**src/rtl/mems_rom_arbiter.sv**
```systemverilog
// Round-robin arbiter sharing one single-port waveform ROM among N_REQ DAC channels,
// with a latency-matched in-flight pipeline. Optional feature macro: MEMS_ARB_MIRROR_EN.
module mems_rom_arbiter #(
  parameter int N_REQ = 6,
  parameter int AW = 14,
  parameter int DW = 8,
  parameter int ROM_LAT = 1,
  parameter logic [DW-1:0] MIRROR_SUM = DW'(8'hB4)
) (
  input  logic                clk,
  input  logic                rst_n,
  input  logic [N_REQ-1:0]    req,
  input  logic [N_REQ*AW-1:0] addr,
  input  logic [N_REQ-1:0]    mirror,
  input  logic                hold,
  output logic [N_REQ-1:0]    gnt,
  output logic [AW-1:0]       rom_addr,
  input  logic [DW-1:0]       rom_data,
  output logic [N_REQ-1:0]    rsp_valid,
  output logic [DW-1:0]       rsp_data,
  output logic                busy
);

  // Handshake: req/addr/mirror are held by the channel until its gnt bit is seen;
  // rsp_valid is a single-cycle strobe with no backpressure.
  localparam int DEPTH = ROM_LAT + 1;

  logic [2:0]         ptr;
  logic [N_REQ-1:0]   eligible;
  logic [N_REQ-1:0]   rot;
  logic [2*N_REQ-1:0] dbl;
  logic [2:0]         off;
  logic [3:0]         sum;
  logic [2:0]         pick;
  logic [2:0]         ptr_next;
  logic               found;
  logic [AW-1:0]      pick_addr;
  logic [DW-1:0]      tail_data;

  logic [DEPTH-1:0]   slot_valid;
  logic [2:0]         slot_idx [DEPTH];

  // Rotate the eligible set so the search starts at ptr; lowest set bit wins.
  always_comb begin
    eligible = req & ~{N_REQ{hold}};
    dbl = {eligible, eligible};
    rot = N_REQ'(dbl >> ptr);
    found = |rot;
    off = '0;
    for (int i = N_REQ - 1; i >= 0; i--) begin
      if (rot[i]) off = 3'(i);
    end
    sum = {1'b0, ptr} + {1'b0, off};
    if (sum >= 4'(N_REQ)) sum = sum - 4'(N_REQ);
    pick = sum[2:0];
    ptr_next = (pick == 3'(N_REQ - 1)) ? 3'd0 : pick + 3'd1;
    pick_addr = '0;
    for (int i = 0; i < N_REQ; i++) begin
      if (pick == 3'(i)) pick_addr = addr[i*AW +: AW];
    end
  end

`ifdef MEMS_ARB_MIRROR_EN
  logic [DEPTH-1:0] slot_mir;

  always_comb begin
    tail_data = slot_mir[DEPTH-1] ? DW'(MIRROR_SUM - rom_data) : rom_data;
  end

  always_ff @(posedge clk or negedge rst_n) begin
    if (!rst_n) slot_mir <= '0;
    else        slot_mir <= {slot_mir[DEPTH-2:0], found & mirror[pick]};
  end
`else
  logic unused_mirror;
  assign unused_mirror = ^mirror;

  always_comb begin
    tail_data = rom_data;
  end
`endif

  always_ff @(posedge clk or negedge rst_n) begin
    if (!rst_n) begin
      ptr        <= '0;
      gnt        <= '0;
      rom_addr   <= '0;
      rsp_valid  <= '0;
      rsp_data   <= '0;
      slot_valid <= '0;
      for (int s = 0; s < DEPTH; s++) slot_idx[s] <= '0;
    end else begin
      if (found) begin
        gnt      <= N_REQ'(1) << pick;
        rom_addr <= pick_addr;
        ptr      <= ptr_next;
      end else begin
        gnt      <= '0;
      end
      slot_valid  <= {slot_valid[DEPTH-2:0], found};
      slot_idx[0] <= pick;
      for (int s = 1; s < DEPTH; s++) slot_idx[s] <= slot_idx[s-1];
      // The tail slot lines up with the cycle its ROM byte is valid.
      if (slot_valid[DEPTH-1]) begin
        rsp_valid <= N_REQ'(1) << slot_idx[DEPTH-1];
        rsp_data  <= tail_data;
      end else begin
        rsp_valid <= '0;
      end
    end
  end

  assign busy = |slot_valid;

endmodule

```
**config.mk**
```make
export PLATFORM = sky130hd
export DESIGN_NAME = mems_rom_arbiter
export DESIGN_NICKNAME = d
export VERILOG_FILES = /design/src/rtl/mems_rom_arbiter.sv
export SDC_FILE = /design/constraint.sdc
export NUM_CORES = 1
export LEC_CHECK = 0
export CAP_MARGIN = 0
export CELL_PAD_IN_SITES_DETAIL_PLACEMENT = 0
export CELL_PAD_IN_SITES_GLOBAL_PLACEMENT = 1
export CORE_MARGIN = 4
export CORE_UTILIZATION = 28
export CTS_BUF_LIST = sky130_fd_sc_hd__clkbuf_16
export DETAILED_ROUTE_END_ITERATION = 6
export GPL_TIMING_DRIVEN = 0
export HOLD_SLACK_MARGIN = 0.15
export PLACE_DENSITY = 0.88
export SLEW_MARGIN = 20
export SYNTH_ARGS = -nofsm -noshare
export SYNTH_HDL_FRONTEND = slang
export SYNTH_SLANG_ARGS = --single-unit
export TNS_END_PERCENT = 100
```
**constraint.sdc**
```tcl
create_clock -name clk -period 4.3 [get_ports clk]
set_clock_uncertainty 0.05 [all_clocks]
set_input_delay 1.29 -clock clk [delete_from_list [all_inputs] [get_ports clk]]
set_output_delay 1.29 -clock clk [all_outputs]
set_load 0.1 [all_outputs]
```
==> impl_metrics.csv <==
group,metric,value,unit
drt,highest_layer,"met4",
drt,met1_length,4177,um
finish,area_growth,74.31,%
global_route,antenna_found_initial,0,
cts,path_clk_slew,60,ps
finish,final_area,5271,um^2
timing,max_freq,0.2138,GHz
floorplan,start_util,0.2903,
cts,clk_latency,290,ps
floorplan,die_w,111.9,um
drt,drt_iter0_markers,61,
logic_synthesis,synth_top_area_share,0.3724,
cts,cts_sinks,45,
setup_path,max_stage_delay,530,ps
drt,viasPerCell,5.112,
outcome,status,"finished with violations",
timing,post-route-min-period,4678,ps
run,cap_violations,0,
global_route,grt_pass1_vias,3302,
setup_path,crit_path_start_kind,"input port",
timing,hold_viol,0,
worst_hold_path,hold_path_class,"flip-flop to flip-flop",
timing,fin_crit_sh,1.088,
logic_synthesis,synthTopCellsByArea,"dfrtp_1 37%, a211oi_1 7.4%, mux2_2 7.1%, mux2_4 5.5%, a21boi_0 3.7%",
setup_path,cp_top_family,"simple AND/OR/NAND/NOR gates",
timing,setup-violations-final,15,
floorplan,rows,37,
timing,relSlewSlack,0.3153,
finish,drive_above_1_share,0.3046,
setup_path,path_cells,"buf_8 > mux4_2 > nand3b_1 > o31ai_4 > or3_4 > and2b_1 > ha_4 > buf_8 > or2_4 > and3_4 > or4_4 > clkbuf_16 > o21ai_2 > o22ai_2 > mux2_4",
setup_path,cp_common_cell,"buf_8",
timing,setup_slack,-377.6,ps
drt,ant_nets,0,
logic_synthesis,synth_area,3024,um^2
logic_synthesis,ys_seq_area_frac,0.3724,
logic_synthesis,synth.avg_cell_area,10.43,um^2
setup_path,end_kind,"flip-flop",
floorplan,core_region_area,10420,um^2
logic_synthesis,synth_edf_count,0,
logic_synthesis,yosys_warnings,0,
logic_synthesis,postSynthCellCount,290,
cts,cts_hold_buf,0,
place,place_congestion,0.9062,
setup_path,critPathBufInv,3,
logic_synthesis,ys_ff_latch,45,
cts,cts_tree,"done",
global_route,grt_max_degree,35,
place,post-dp-hpwl,7544,um
logic_synthesis,syn_nets,402,
setup_path,worst-setup-path-type,"input port to flip-flop",
timing,slew_viol_final,0,
cts,cts_buffers,5,
place,dpl_cell_area,4647,um^2
drt,met2WireLength,5287,um
setup_path,cp_slowest_cell,"or4_4",
drt,first_pass_iters,4,
logic_synthesis,yosysUniqueCellTypes,50,
cts,cts_root_buffer,"clkbuf_16",
global_route,grt_overflow,0,
finish,final_nets,564,
timing,rsz0062_at_grt,"yes",
global_route,grt_util_all_layers,0.1613,
outcome,violations,"setup timing",
cts,htreeDepth,2,
drt,dr_wl_met3,779,um
timing,worstMarginPinSlew,1024,ps
logic_synthesis,async_reset_ff_frac,1.000,
finish,antenna_cells,0,
drt,post-route-drc-count,0,
floorplan,die_height,111.9,um
drt,via_count,3011,
drt,wirelength,10480,um
place,port_buffers,134,
setup_path,required,4420,ps
floorplan,dieArea,12530,um^2
drt,wl_per_cell,17.80,um
global_route,grt_pass1_wl,16440,um
logic_synthesis,ys_top_cells_by_count,"45 x dfrtp_1, 30 x a211oi_1, 19 x clkbuf_1, 19 x mux2_2",
cts,clockBufferDepth,2,
setup_path,worst-path-max-fanout,5,
logic_synthesis,synthFlopType,"dfrtp_1",
logic_synthesis,synth_top_area_cell,"dfrtp_1",
setup_path,critPathArrivalTime,4800,ps
logic_synthesis,yosysMostFrequentCell,"dfrtp_1",
floorplan,ioPinCount,142,
==> metal layers <==
| layer | up-vias | track usage |
|---|---|---|
| li1 | 1417 | - |
| met1 | 1440 | 0.1848 |
| met2 | 133 | 0.2858 |
| met3 | 21 | 0.04837 |
| met4 | 0 | 0.05434 |
| met5 | - | 0 |
==> sequential cells by signal (all words and copies together) (netlist names) <==
signal,cells
slot_idx,6
rom_addr,14
gnt,6
rsp_data,8
rsp_valid,6
slot_valid,2
ptr,3
==> final cells by class <==
class,instances,area (um^2)
fillers,940,5145
multi-input cells,214,1989
clock buffers,5,125.1
well taps,136,170.2
repair buffers,156,1574
clock inverters,3,21.27
flip-flops and latches,45,1126
plain buffers,25,241.5
inverters,5,23.77
==> placed cells by master (no fill, tap or decap), types with 3 or more instances in the layout <==
| master | instances |
|---|---|
| o21ai_2 | 12 |
| buf_6 | 7 |
| clkdlybuf4s50_1 | 127 |
| nor3_1 | 4 |
| buf_8 | 7 |
| nor2b_1 | 15 |
| nor2_1 | 9 |
| o21a_1 | 15 |
| buf_12 | 4 |
| dfrtp_1 | 45 |
| clkbuf_4 | 3 |
| mux2_4 | 17 |
| clkbuf_8 | 4 |
| mux2i_1 | 4 |
| clkbuf_2 | 3 |
| and3_1 | 4 |
| clkbuf_16 | 6 |
| o22ai_1 | 10 |
| clkbuf_1 | 4 |
| a21boi_0 | 13 |
| a211oi_1 | 27 |
| buf_2 | 4 |
| o22ai_2 | 4 |
| mux2_2 | 13 |
| a21oi_1 | 6 |
| mux4_2 | 4 |
| nand3b_1 | 4 |
| buf_4 | 17 |
==> repair_timing <==
| item | in CTS | in global routing |
|---|---|---|
| gates cloned | 2 | 0 |
| buffers inserted | 17 | 2 |
| endpoints found under the hold margin | 0 | 0 |
| resized for setup | 83 | 36 |
| pin swaps | 20 | 7 |
| endpoints found under the setup margin | 24 | 20 |
==> kinds of logic after synthesis <==
kind of cell,Yosys count,synth area share
multiplexers,39,0.1754
AO/OA/AOI/OAI,108,0.2470
buffers and inverters,31,0.05585
adder cells (fa/ha/maj),5,0.02317
flip-flops,45,0.3724
AND/OR/NAND/NOR,59,0.1175
XOR/XNOR,3,0.008690
==> worst reg2reg max path, cell delays in order (launching register included) <==
cell and delay (ps):
dfrtp_1 450, clkbuf_2 340, mux4_2 290, nand3b_1 130, o31ai_4 110, and2b_1 220, o32a_1 350, ha_2 190
fa_2 400, buf_12 160, buf_4 140, xor2_1 160, or4_4 570, clkbuf_16 190, o21ai_2 140, o22ai_2 100
mux2_4 270
==> through the flow <==
stage          hold WS (ps)  instances  setup TNS [ps]  setup slack [ps]  utilization
5_1_grt               313.6        589           -6635            -493.4       0.5061
4_1_cts               298.8        588           -4601            -383.0       0.4918
3_3_place_gp          285.9        560          -32680             -1776       0.4447
3_5_place_dp          284.7        561          -33630             -1830       0.4461
2_1_floorplan         281.2        290           -6205            -470.8            -
6_report              297.4        589           -4904            -377.6       0.5061
==> worst paths after layout <==
| path | slack [ps] | to | startpoint | cells past startpoint |
|---|---|---|---|---|
| min in group asynchronous | 830 | rom_addr[1] | rst_n | 1 |
| max in group asynchronous | 2900 | slot_valid[0] | rst_n | 2 |
| setup / recovery | -380 | rom_addr[10] | req[3] | 15 |
| hold reg to reg | 300 | slot_idx[2] | slot_idx[5] | 0 |
| setup reg to reg | -70 | rom_addr[10] | ptr[2] | 16 |
| hold / removal | 300 | slot_idx[2] | slot_idx[5] | 0 |
Power is not shown: default switching activity piles up to over one toggle a cycle in this logic, so the estimate is an artifact.
